**src/rtl/dmem_responder.sv**
```systemverilog
// Responder end of the core data-memory port: SRAM below MMIO_BASE, a small
// SCRATCH/CYCLE/TOHOST register block at and above it, with LATENCY wait states.
module dmem_responder #(
  parameter int unsigned LATENCY    = 1,
  parameter int unsigned ADDR_WIDTH = 12,
  parameter logic [31:0] MMIO_BASE  = 32'h4000
) (
  input  logic                  clk_i,
  input  logic                  rst_ni,
  input  logic                  dmem_rd_i,
  input  logic                  dmem_wr_i,
  input  logic [3:0]            dmem_strobe_i,
  input  logic [31:0]           dmem_addr_i,
  input  logic [31:0]           dmem_wdata_i,
  output logic                  dmem_ready_o,
  output logic                  dmem_rdata_valid_o,
  output logic [31:0]           dmem_rdata_o,
  output logic                  mem_en_o,
  output logic [3:0]            mem_strobe_o,
  output logic [ADDR_WIDTH-1:0] mem_addr_o,
  output logic [31:0]           mem_wdata_o,
  input  logic [31:0]           mem_rdata_i,
  output logic [31:0]           tohost_o,
  output logic                  halt_o
);

  typedef enum logic [1:0] {
    IDLE = 2'd0,
    WAIT = 2'd1,
    RESP = 2'd2
  } state_e;

  localparam logic [3:0] LAT_CNT = 4'(LATENCY);

  function automatic logic [31:0] merge_bytes(input logic [31:0] old_v,
                                              input logic [31:0] new_v,
                                              input logic [3:0]  strb);
    logic [31:0] res;
    res = old_v;
    for (int b = 0; b < 4; b++) begin
      if (strb[b]) begin
        res[8*b +: 8] = new_v[8*b +: 8];
      end else begin
        res[8*b +: 8] = old_v[8*b +: 8];
      end
    end
    return res;
  endfunction

  state_e      state_q, state_d;
  logic [3:0]  cnt_q, cnt_d;
  logic        is_rd_q, is_rd_d;
  logic        mem_phase_q, mem_phase_d;
  logic [31:0] hold_q, hold_d;
  logic [31:0] rdata_q, rdata_d;
  logic [31:0] scratch_q, scratch_d;
  logic [31:0] cycle_q, cycle_d;
  logic [31:0] tohost_q, tohost_d;

  logic        ready_s, valid_s, accept_s, rd_only_s, mmio_s;
  logic [31:0] off_s, mmio_rdata_s, resp_data_s;
  logic [29:0] off_word_s;

  assign accept_s   = ready_s & (dmem_rd_i | dmem_wr_i);
  assign rd_only_s  = dmem_rd_i & ~dmem_wr_i;
  assign mmio_s     = (dmem_addr_i >= MMIO_BASE);
  assign off_s      = dmem_addr_i - MMIO_BASE;
  assign off_word_s = 30'(off_s >> 2);

  // MMIO read mux, evaluated at the accept cycle
  always_comb begin
    mmio_rdata_s = 32'd0;
    case (off_word_s)
      30'd0:   mmio_rdata_s = scratch_q;
      30'd1:   mmio_rdata_s = cycle_q;
      30'd2:   mmio_rdata_s = tohost_q;
      default: mmio_rdata_s = 32'd0;
    endcase
  end

  // Handshake FSM: next state, wait counter and response type
  always_comb begin
    state_d = state_q;
    cnt_d   = cnt_q;
    is_rd_d = is_rd_q;
    ready_s = 1'b0;
    valid_s = 1'b0;
    case (state_q)
      IDLE: begin
        ready_s = 1'b1;
      end
      WAIT: begin
        cnt_d = cnt_q - 4'd1;
        if (cnt_q == 4'd1) begin
          state_d = RESP;
        end else begin
          state_d = WAIT;
        end
      end
      RESP: begin
        ready_s = 1'b1;
        valid_s = is_rd_q;
        state_d = IDLE;
      end
      default: begin
        state_d = IDLE;
      end
    endcase
    if (accept_s) begin
      is_rd_d = rd_only_s;
      if (LAT_CNT == 4'd1) begin
        state_d = RESP;
      end else begin
        state_d = WAIT;
        cnt_d   = LAT_CNT - 4'd1;
      end
    end else begin
      is_rd_d = is_rd_q;
    end
  end

  // Register block updates and read-data staging
  always_comb begin
    scratch_d   = scratch_q;
    tohost_d    = tohost_q;
    cycle_d     = cycle_q + 32'd1;
    hold_d      = hold_q;
    mem_phase_d = accept_s & ~mmio_s & rd_only_s;
    if (accept_s && mmio_s && dmem_wr_i) begin
      case (off_word_s)
        30'd0:   scratch_d = merge_bytes(scratch_q, dmem_wdata_i, dmem_strobe_i);
        30'd2:   tohost_d  = merge_bytes(tohost_q, dmem_wdata_i, dmem_strobe_i);
        default: scratch_d = scratch_q;
      endcase
    end else begin
      scratch_d = scratch_q;
    end
    // A new MMIO read can only collide with a capture when LATENCY is 1, where
    // the captured word is being forwarded straight from mem_rdata_i anyway.
    if (accept_s && mmio_s && rd_only_s) begin
      hold_d = mmio_rdata_s;
    end else if (mem_phase_q) begin
      hold_d = mem_rdata_i;
    end else begin
      hold_d = hold_q;
    end
    resp_data_s = mem_phase_q ? mem_rdata_i : hold_q;
    rdata_d     = valid_s ? resp_data_s : rdata_q;
  end

  // State and datapath registers
  always_ff @(posedge clk_i or negedge rst_ni) begin
    if (!rst_ni) begin
      state_q     <= IDLE;
      cnt_q       <= 4'd0;
      is_rd_q     <= 1'b0;
      mem_phase_q <= 1'b0;
      hold_q      <= 32'd0;
      rdata_q     <= 32'd0;
      scratch_q   <= 32'd0;
      cycle_q     <= 32'd0;
      tohost_q    <= 32'd0;
    end else begin
      state_q     <= state_d;
      cnt_q       <= cnt_d;
      is_rd_q     <= is_rd_d;
      mem_phase_q <= mem_phase_d;
      hold_q      <= hold_d;
      rdata_q     <= rdata_d;
      scratch_q   <= scratch_d;
      cycle_q     <= cycle_d;
      tohost_q    <= tohost_d;
    end
  end

  assign dmem_ready_o       = ready_s;
  assign dmem_rdata_valid_o = valid_s;
  assign dmem_rdata_o       = valid_s ? resp_data_s : rdata_q;
  assign mem_en_o           = accept_s & ~mmio_s;
  assign mem_strobe_o       = (accept_s && !mmio_s && dmem_wr_i) ? dmem_strobe_i : 4'd0;
  assign mem_addr_o         = dmem_addr_i[ADDR_WIDTH+1:2];
  assign mem_wdata_o        = dmem_wdata_i;
  assign tohost_o           = tohost_q;
  assign halt_o             = tohost_q[0];

endmodule
```
**config.mk**
```make
export PLATFORM = sky130hd
export DESIGN_NAME = dmem_responder
export DESIGN_NICKNAME = d
export VERILOG_FILES = /design/src/rtl/dmem_responder.sv
export SDC_FILE = /design/constraint.sdc
export NUM_CORES = 1
export LEC_CHECK = 0
export CORE_MARGIN = 2
export CORE_UTILIZATION = 35
export DETAILED_ROUTE_END_ITERATION = 8
export PLACE_DENSITY = 0.64
export SYNTH_ARGS = -nofsm -noshare
export SYNTH_HDL_FRONTEND = slang
export SYNTH_SLANG_ARGS = --single-unit
```
**constraint.sdc**
```tcl
create_clock -name clk_i -period 2.27 [get_ports clk_i]
set_clock_uncertainty 0.1 [all_clocks]
set_input_delay 0.454 -clock clk_i [delete_from_list [all_inputs] [get_ports clk_i]]
set_output_delay 0.454 -clock clk_i [all_outputs]
set_load 0.02 [all_outputs]
```
==> results of run 1 <==
-- stage by stage --
stage	power [W]	setup TNS, ps
6_report	0.006551	-508.2
3_5_place_dp	0.003695	-58840
3_3_place_gp	0.003694	-56870
2_1_floorplan	0.003278	0
5_1_grt	0.006776	-2416
4_1_cts	0.006529	-542.1
-- cell families (layout without fill, tap and decap cells) --
logic type	after synthesis	after routing
xor+xnor	34	34
compound gates	103	103
flops	168	168
buf+inv	88	405
simple gates	165	165
mux	128	128
fa+ha+maj	3	3
-- routing by layer --
metal | routed length, um | track usage (%)
met1 | 11750 | 25.55
met2 | 12040 | 30.78
met3 | 1145 | 3.084
met4 | 315 | 5.411
met5 | 0 | 0
-- state kept, by name, indices dropped and copies added (netlist names), 2 cells and up --
name / count
hold_q: 32
cnt_q: 4
state_q: 2
rdata_q: 32
scratch_q: 32
cycle_q: 32
tohost_o: 32
-- final timing paths --
path	start	to	slack [ps]
setup / recovery	mem_phase_q	dmem_rdata_o[15]	-60
hold / removal	rdata_q[25]	rdata_q[25]	360
setup reg to reg	state_q[0]	tohost_o[31]	140
hold reg to reg	rdata_q[25]	rdata_q[25]	360
max in group asynchronous	rst_ni	scratch_q[4]	960
min in group asynchronous	rst_ni	rdata_q[12]	460
-- Yosys cell counts, types with 8 or more instances --
master,count,area (um^2)
sky130_fd_sc_hd__xor2_1,8,70.07
sky130_fd_sc_hd__and4_1,9,78.83
sky130_fd_sc_hd__o22ai_2,30,375.4
sky130_fd_sc_hd__buf_4,45,337.8
sky130_fd_sc_hd__mux2_2,64,720.7
sky130_fd_sc_hd__xnor2_1,25,219.0
sky130_fd_sc_hd__a21oi_1,36,180.2
sky130_fd_sc_hd__o21ai_0,35,175.2
sky130_fd_sc_hd__nand2_1,43,161.4
sky130_fd_sc_hd__nor2_1,38,142.6
sky130_fd_sc_hd__dfrtp_1,168,4204
sky130_fd_sc_hd__nand3_1,21,105.1
sky130_fd_sc_hd__nand4_1,9,56.30
sky130_fd_sc_hd__mux2i_1,64,640.6
sky130_fd_sc_hd__and3_1,10,62.56
sky130_fd_sc_hd__clkbuf_1,29,108.9
sky130_fd_sc_hd__nor4_4,12,255.2
-- worst max-delay path, delay by kind of cell (launching register included) --
family / cells / cell delay [ps]
muxes: 1 / 150
AOI/OAI and AO/OA: 1 / 160
DFF: 1 / 450
buffers and inverters: 4 / 590
-- power by group --
| part | internal (W) | leakage (nW) | switching, W |
|---|---|---|---|
| Clock | 0.00158 | 0.281 | 0.00124 |
| Sequential | 0.00299 | 2.33 | 0.00000230 |
| Combinational | 0.000359 | 3.17 | 0.000371 |
| Total | 0.00493 | 5.78 | 0.00162 |
-- cell type report --
cell class | instances | area [um^2]
fillers | 2034 | 10480
multi-input cells | 433 | 3920
flip-flops and latches | 168 | 4205
clock inverters | 13 | 117.6
repair buffers | 366 | 3666
clock buffers | 19 | 452.9
well taps | 319 | 399.1
inverters | 7 | 26.28
-- timing repair --
| item | in CTS | in global routing |
|---|---|---|
| hold buffers | 1 | 0 |
| buffers inserted | 7 | 25 |
| endpoints found under the setup margin | 135 | 126 |
| gates cloned | 0 | 11 |
| pin swaps | 7 | 26 |
| hold endpoints to repair | 46 | 0 |
| gates resized for setup | 237 | 187 |
==> out/qor_table.md, run 1 <==
| Quantity | Value | Unit |
|:---|:---|:---|
| Violated checks | negative setup slack | - |
| Post-detailed-route via-to-cell ratio | 4.872 | - |
| Hold path depth | 2 | - |
| Most frequent cells in the layout | sky130_fd_sc_hd__dfrtp_1 (167), sky130_fd_sc_hd__clkdlybuf4s50_1 (158), sky130_fd_sc_hd__buf_4 (113), sky130_fd_sc_hd__mux2_2 (64), sky130_fd_sc_hd__mux2i_1 (38) | - |
| Count of flip-flops with a built-in enable after synthesis | 0 | - |
| Post-synthesis instance total | 689 | - |
| Cell total after placement | 1,249 | - |
| RSZ-0062 raised after global routing | true | - |
| Layout Cell Area excl Fill | 12,790 | um^2 |
| Largest family of logic cells by synthesized area | multiplexers | - |
| Net count after synthesis | 796 | - |
| Minimum hold slack | 364.7 | ps |
| Clock slew seen by the registers of the worst setup and hold paths | 70 | ps |
| CP Cell Sequence | buf_12 > clkbuf_16 > buf_4 > mux2i_2 > o21ai_2 > buf_6 | - |
| Residual DRC count | 0 | - |
| Leakage dissipation | 5.776 | nW |
| Number of placement rows | 56 | - |
| Initial Utilization | 35.40 | % |
| Clock tree from TritonCTS | built | - |
| Detailed Route Iter0 Violations | 237 | - |
| Vias in the first global route | 6,427 | - |
| Sequential area share after synthesis | 51.06 | % |
| Max Clk Rate | 429.3 | MHz |
| Final Max Tran Viols | 0 | - |
| H-tree levels | 4 | - |
| Class of the tightest hold or removal check | flip-flop to flip-flop | - |
| Largest voltage drop on the vdd net | 0.4639 | mV |
| Total clock buffers created by CTS | 17 | - |
| Startpoint Class | flip-flop | - |
| Fraction of the mapped netlist area in compound gates | 9.026 | % |
| Arrival time at the worst endpoint | 1780 | ps |
| Number of cells in the finished layout apart from fillers | 1,325 | - |
| Max-Slew Margin vs Limit | 59.94 | % |
| Die height | 157.4 | um |
| Core Util, Final | 54.97 | % |
| Pwr per Cell Area | 512.3 | nW/um^2 |
| Syn_area_per_cell | 11.95 | um^2 |
| Grt total ovfl | 0 | - |
| Post-synthesis share of cell area spent on full adders, half adders and majority gates | 0.4559 | % |
| Number of nets at the end of the flow | 1,100 | - |
| Antenna violations before repair | 0 | - |
| Slowest stage cell on the critical path | sky130_fd_sc_hd__dfrtp_2 | - |
| Max-cap violations | 0 | - |
| Area grow syn2layout | 55.30 | % |
| Bufs on Longest Clock Path | 2 | - |
| Post-detailed-placement half-perimeter wirelength | 16,320 | um |
| Seq cells post-synth | 168 | - |
| Via total after detailed routing | 6,455 | - |
| Post-synth top flop | sky130_fd_sc_hd__dfrtp_1 | - |
| Global-route wire length before repair | 35,350 | um |
| Syn. warnings | 0 | - |
| Hold Vio Cnt, Final | 0 | - |
| Classification of the worst setup path | flip-flop to primary output | - |
| # diodes | 0 | - |
| Shortest period the worst path allows | 2329 | ps |
| Worst Setup Slack, final | -59.20 | ps |
| Final clock period utilization by the worst path | 102.6 | % |
| Die W | 157.4 | um |
| Most common cell after layout, fill and taps aside | sky130_fd_sc_hd__dfrtp_1 | - |
| Portion of netlist area occupied by mux cells | 16.53 | % |
| Clock Tree Root | sky130_fd_sc_hd__clkbuf_16 | - |
| Delay of the slowest cell on the worst path | 450 | ps |
| Core area | 23,260 | um^2 |
| Summed instance area of the synthesized netlist | 8234 | um^2 |
| Worst-path fanout max | 5 | - |
| Maximum number of pins on one net before global-route repair | 53 | - |
| Worst setup timing slack at the placement stage | -799.3 | ps |
| Simple-Gate Fraction of Synth Area | 12.73 | % |
| Clk sink count | 168 | - |
| Result of the run | finished, violations left | - |
| Post-placement cell area | 11,310 | um^2 |
| Post-synth cell types | 37 | - |
| Count of input and output buffers | 217 | - |
| Fraction of registers with async set/reset | 100.0 | % |
| Xor and xnor area share after synthesis | 3.844 | % |
| Routability congestion estimate | 0.7442 | - |
| Routed length per instance | 19.06 | um |
| Global Route Usage Sum | 18.73 | % |
| R2R depth | 8 | - |
| Clock latency of the later-clocked register in the worst-skew pair | 430 | ps |
| Routed WL | 25,260 | um |
| Endpoint type of the worst setup path | primary output | - |
| Proportion of layout cells with a drive suffix above 1 | 41.85 | % |
| Num ports | 220 | - |
| Full die area | 24,770 | um^2 |
| Actual slew at the worst max-slew pin | 600.0 | ps |
| Router iterations before antenna repair | 4 | - |
| Routed Antenna Nets | 0 | - |
| Critical Path RT | 1720 | ps |
| Number of endpoints failing setup at the final stage | 16 | - |
Power figures use the tool's default switching activity.
==> run 2, diff against run 1 <==
- GPL_ROUTABILITY_DRIVEN: default -> 0
==> results of run 2 <==
No change in the layout: final DEF, timing and power equal those of run 1.
==> run 3, diff against run 2 <==
- CAP_MARGIN: default -> 20
- CORE_MARGIN: 2 -> 5
==> run 3 against run 2 <==
- the run now ends clean
- hold slack better by 8.2 ps
- critical path depth down 1
- setup slack better by 65 ps
- design area fell by 4.5%
- fmax grew 2.9%
- global-route usage is 0.60 points lower
- clock power rose by 7%
- total power is 2.2% higher
- first-iteration DRC count decreased by 2.1%
==> out/qor_table.md, run 3 (synthesis results as in run 1) <==
| Quantity | Value | Unit | vs previous |
|:---|:---|:---|:---|
| Arrival time at the worst endpoint | 1710 | ps | -70 ps |
| Max-Slew Margin vs Limit | 61.12 | % | +1.2 points |
| Number of nets at the end of the flow | 1,079 | - | -1.9% |
| Layout Cell Area excl Fill | 12,210 | um^2 | -4.5% |
| Classification of the worst setup path | flip-flop to primary output | - |  |
| Most frequent cells in the layout | sky130_fd_sc_hd__dfrtp_1 (167), sky130_fd_sc_hd__clkdlybuf4s50_1 (157), sky130_fd_sc_hd__buf_4 (117), sky130_fd_sc_hd__mux2_2 (63), sky130_fd_sc_hd__mux2i_1 (57) | - |  |
| Total clock buffers created by CTS | 17 | - | unchanged |
| RSZ-0062 raised after global routing | true | - |  |
| Die height | 163.4 | um | +3.8% |
| Portion of total power attributed to sequential cells | 44.8 | % | -1.0 points |
| Result of the run | completed | - |  |
| Critical Path RT | 1720 | ps | about the same |
| Detailed Route Iter0 Violations | 232 | - | -2.1% |
| Vias in the first global route | 6,551 | - | +1.9% |
| Delay of the slowest cell on the worst path | 390 | ps | -60 ps |
| Number of endpoints failing setup at the final stage | 0 | - | -16 |
| Startpoint Class | flip-flop | - |  |
| Actual slew at the worst max-slew pin | 582.3 | ps | -17.63 ps |
| Final clock period utilization by the worst path | 99.75 | % | -2.9 points |
| Most common cell after layout, fill and taps aside | sky130_fd_sc_hd__dfrtp_1 | - |  |
| Largest voltage drop on the vdd net | 0.4338 | mV | -6.5% |
| Minimum hold slack | 372.9 | ps | +8.178 ps |
| Bufs on Longest Clock Path | 2 | - | unchanged |
| Routed WL | 24,530 | um | -2.9% |
| Clock latency of the later-clocked register in the worst-skew pair | 420 | ps | about the same |
| Post-detailed-placement half-perimeter wirelength | 17,110 | um | +4.8% |
| Max Clk Rate | 441.6 | MHz | +2.9% |
| Routed length per instance | 18.84 | um | -1.2% |
| Residual DRC count | 0 | - | unchanged |
| Pwr per Cell Area | 548.1 | nW/um^2 | +7.0% |
| Post-placement cell area | 11,360 | um^2 | +0.46% |
| Post-detailed-route via-to-cell ratio | 4.817 | - | -1.1% |
| Clk sink count | 168 | - | unchanged |
| Router iterations before antenna repair | 4 | - | unchanged |
| Worst-path fanout max | 16 | - | +11 |
| Clock slew seen by the registers of the worst setup and hold paths | 70 | ps | about the same |
| Class of the tightest hold or removal check | flip-flop to flip-flop | - |  |
| Via total after detailed routing | 6,272 | - | -2.8% |
| CP Cell Sequence | inv_2 > nand3_4 > buf_4 > o21ai_1 > buf_2 | - |  |
| Final Max Tran Viols | 0 | - | unchanged |
| Antenna violations before repair | 1 | - | +1 |
| Max-cap violations | 0 | - | unchanged |
| Proportion of layout cells with a drive suffix above 1 | 35.61 | % | -6.2 points |
| Fill cell total of the finished layout | 2,078 | - | +2.2% |
| Switching power | 0.001539 | W | -4.9% |
| Core area | 23,330 | um^2 | +0.30% |
| # diodes | 0 | - | unchanged |
| Global-route wire length before repair | 37,350 | um | +5.7% |
| Maximum number of pins on one net before global-route repair | 52 | - | -1.9% |
| Endpoint type of the worst setup path | primary output | - |  |
| Routed Antenna Nets | 0 | - | unchanged |
| Combinational power share | 10.2 | % | -0.9 points |
| Initial Utilization | 35.29 | % | -0.11 points |
| Die W | 163.4 | um | +3.8% |
| Clock tree from TritonCTS | built | - |  |
| Cell total after placement | 1,251 | - | +0.16% |
| H-tree levels | 4 | - | unchanged |
| Shortest period the worst path allows | 2264 | ps | -64.87 ps |
| Global Route Usage Sum | 18.13 | % | -0.60 points |
| Leakage dissipation | 5.531 | nW | -4.2% |
| Number of cells in the finished layout apart from fillers | 1,302 | - | -1.7% |
| Int Pwr | 0.005155 | W | +4.5% |
| Area grow syn2layout | 48.32 | % |  |
| Grt total ovfl | 0 | - | unchanged |
| Hold Vio Cnt, Final | 0 | - | unchanged |
| Full die area | 26,690 | um^2 | +7.8% |
| Count of input and output buffers | 217 | - | unchanged |
| Slowest stage cell on the critical path | sky130_fd_sc_hd__dfrtp_1 | - |  |
| Num ports | 220 | - | unchanged |
| Final Total Pwr | 0.006694 | W | +2.2% |
| Number of placement rows | 56 | - | unchanged |
| Sw Ratio | 22.99 | % | -1.7 points |
| Clock Tree Root | sky130_fd_sc_hd__clkbuf_16 | - |  |
| Power share of the clock group | 45.0 | % | +1.9 points |
[run 3: cell types whose count changed in the layout (fill, tap and decap cells not counted), moves of 5 or more]
cell                      delta
sky130_fd_sc_hd__o21ai_4     -5
sky130_fd_sc_hd__mux2i_2    -13
sky130_fd_sc_hd__buf_2       +5
sky130_fd_sc_hd__nand2_1    +11
sky130_fd_sc_hd__mux2i_4     -6
sky130_fd_sc_hd__o21ai_2    -13
sky130_fd_sc_hd__buf_6      -24
sky130_fd_sc_hd__nand2_4     -5
sky130_fd_sc_hd__mux2i_1    +19
sky130_fd_sc_hd__o21ai_1    +18
sky130_fd_sc_hd__nand2_2     -6
[run 3: layout make-up]
type	instances	area (um^2)	area share [%]
clock inverters	9	140.1	1.147
repair buffers	345	3323	27.21
well taps	319	399.1	3.268
clock buffers	21	470.5	3.852
inverters	7	26.28	0.2151
multi-input cells	433	3649	29.87
flip-flops and latches	168	4205	34.43
[run 3: through the flow]
| stage | TNS (ps) | utilization, % | setup WS, ps |
|---|---|---|---|
| finish | 0 | 52.34 | 5.669 |
| detailed placement | -59290 | 48.69 | -783.6 |
| floorplan | 0 | - | 4.963 |
| global route | -799.9 | 52.34 | -91.55 |
| global placement | -57880 | 48.69 | -775.7 |
| CTS | -255.9 | 51.07 | -113.0 |
[run 3: path summary, 6_finish.rpt]
path | start | endpoint | slack (ps) | cells after the start
setup reg to reg | state_q[0] | tohost_o[31] | 180 | 7
hold / removal | rdata_q[2] | rdata_q[2] | 370 | 2
min in group asynchronous | rst_ni | cycle_q[12] | 450 | 2
hold reg to reg | rdata_q[2] | rdata_q[2] | 370 | 2
setup / recovery | state_q[0] | dmem_rdata_o[16] | 6 | 5
max in group asynchronous | rst_ni | scratch_q[26] | 960 | 3
[run 3: power by group through the flow]
stage / registers, W / logic [W] / clock network (W)
6_report: 0.00300 / 0.000684 / 0.00301
5_1_grt: 0.00300 / 0.000731 / 0.00321
4_1_cts: 0.00300 / 0.000674 / 0.00309
3_5_place_dp: 0.00305 / 0.000661 / 0
3_3_place_gp: 0.00305 / 0.000657 / 0
2_1_floorplan: 0.00305 / 0.000224 / 0
[run 3: per-layer routing]
metal | GRT usage (%) | part of all wire [%] | vias up
met5 | 0 | 0.053 | -
met4 | 5.185 | 1.9 | 2
met3 | 3.507 | 5.2 | 33
met2 | 29.51 | 47 | 170
met1 | 24.79 | 45 | 3087
li1 | - | - | 2980
[run 3: worst max-delay path, delay by kind of cell (launching register included)]
family	cells	cell delay [ps]
buffers and inverters	3	530
AND/OR/NAND/NOR	1	160
AO/OA/AOI/OAI	1	190
flip-flops	1	390
[run 3: repair_timing]
item	in CTS	in global routing
pin swaps	7	14
setup buffers	7	9
cloned	1	3
setup endpoints to repair	135	132
hold buffers	1	0
resized for setup	242	78
endpoints found under the hold margin	45	0
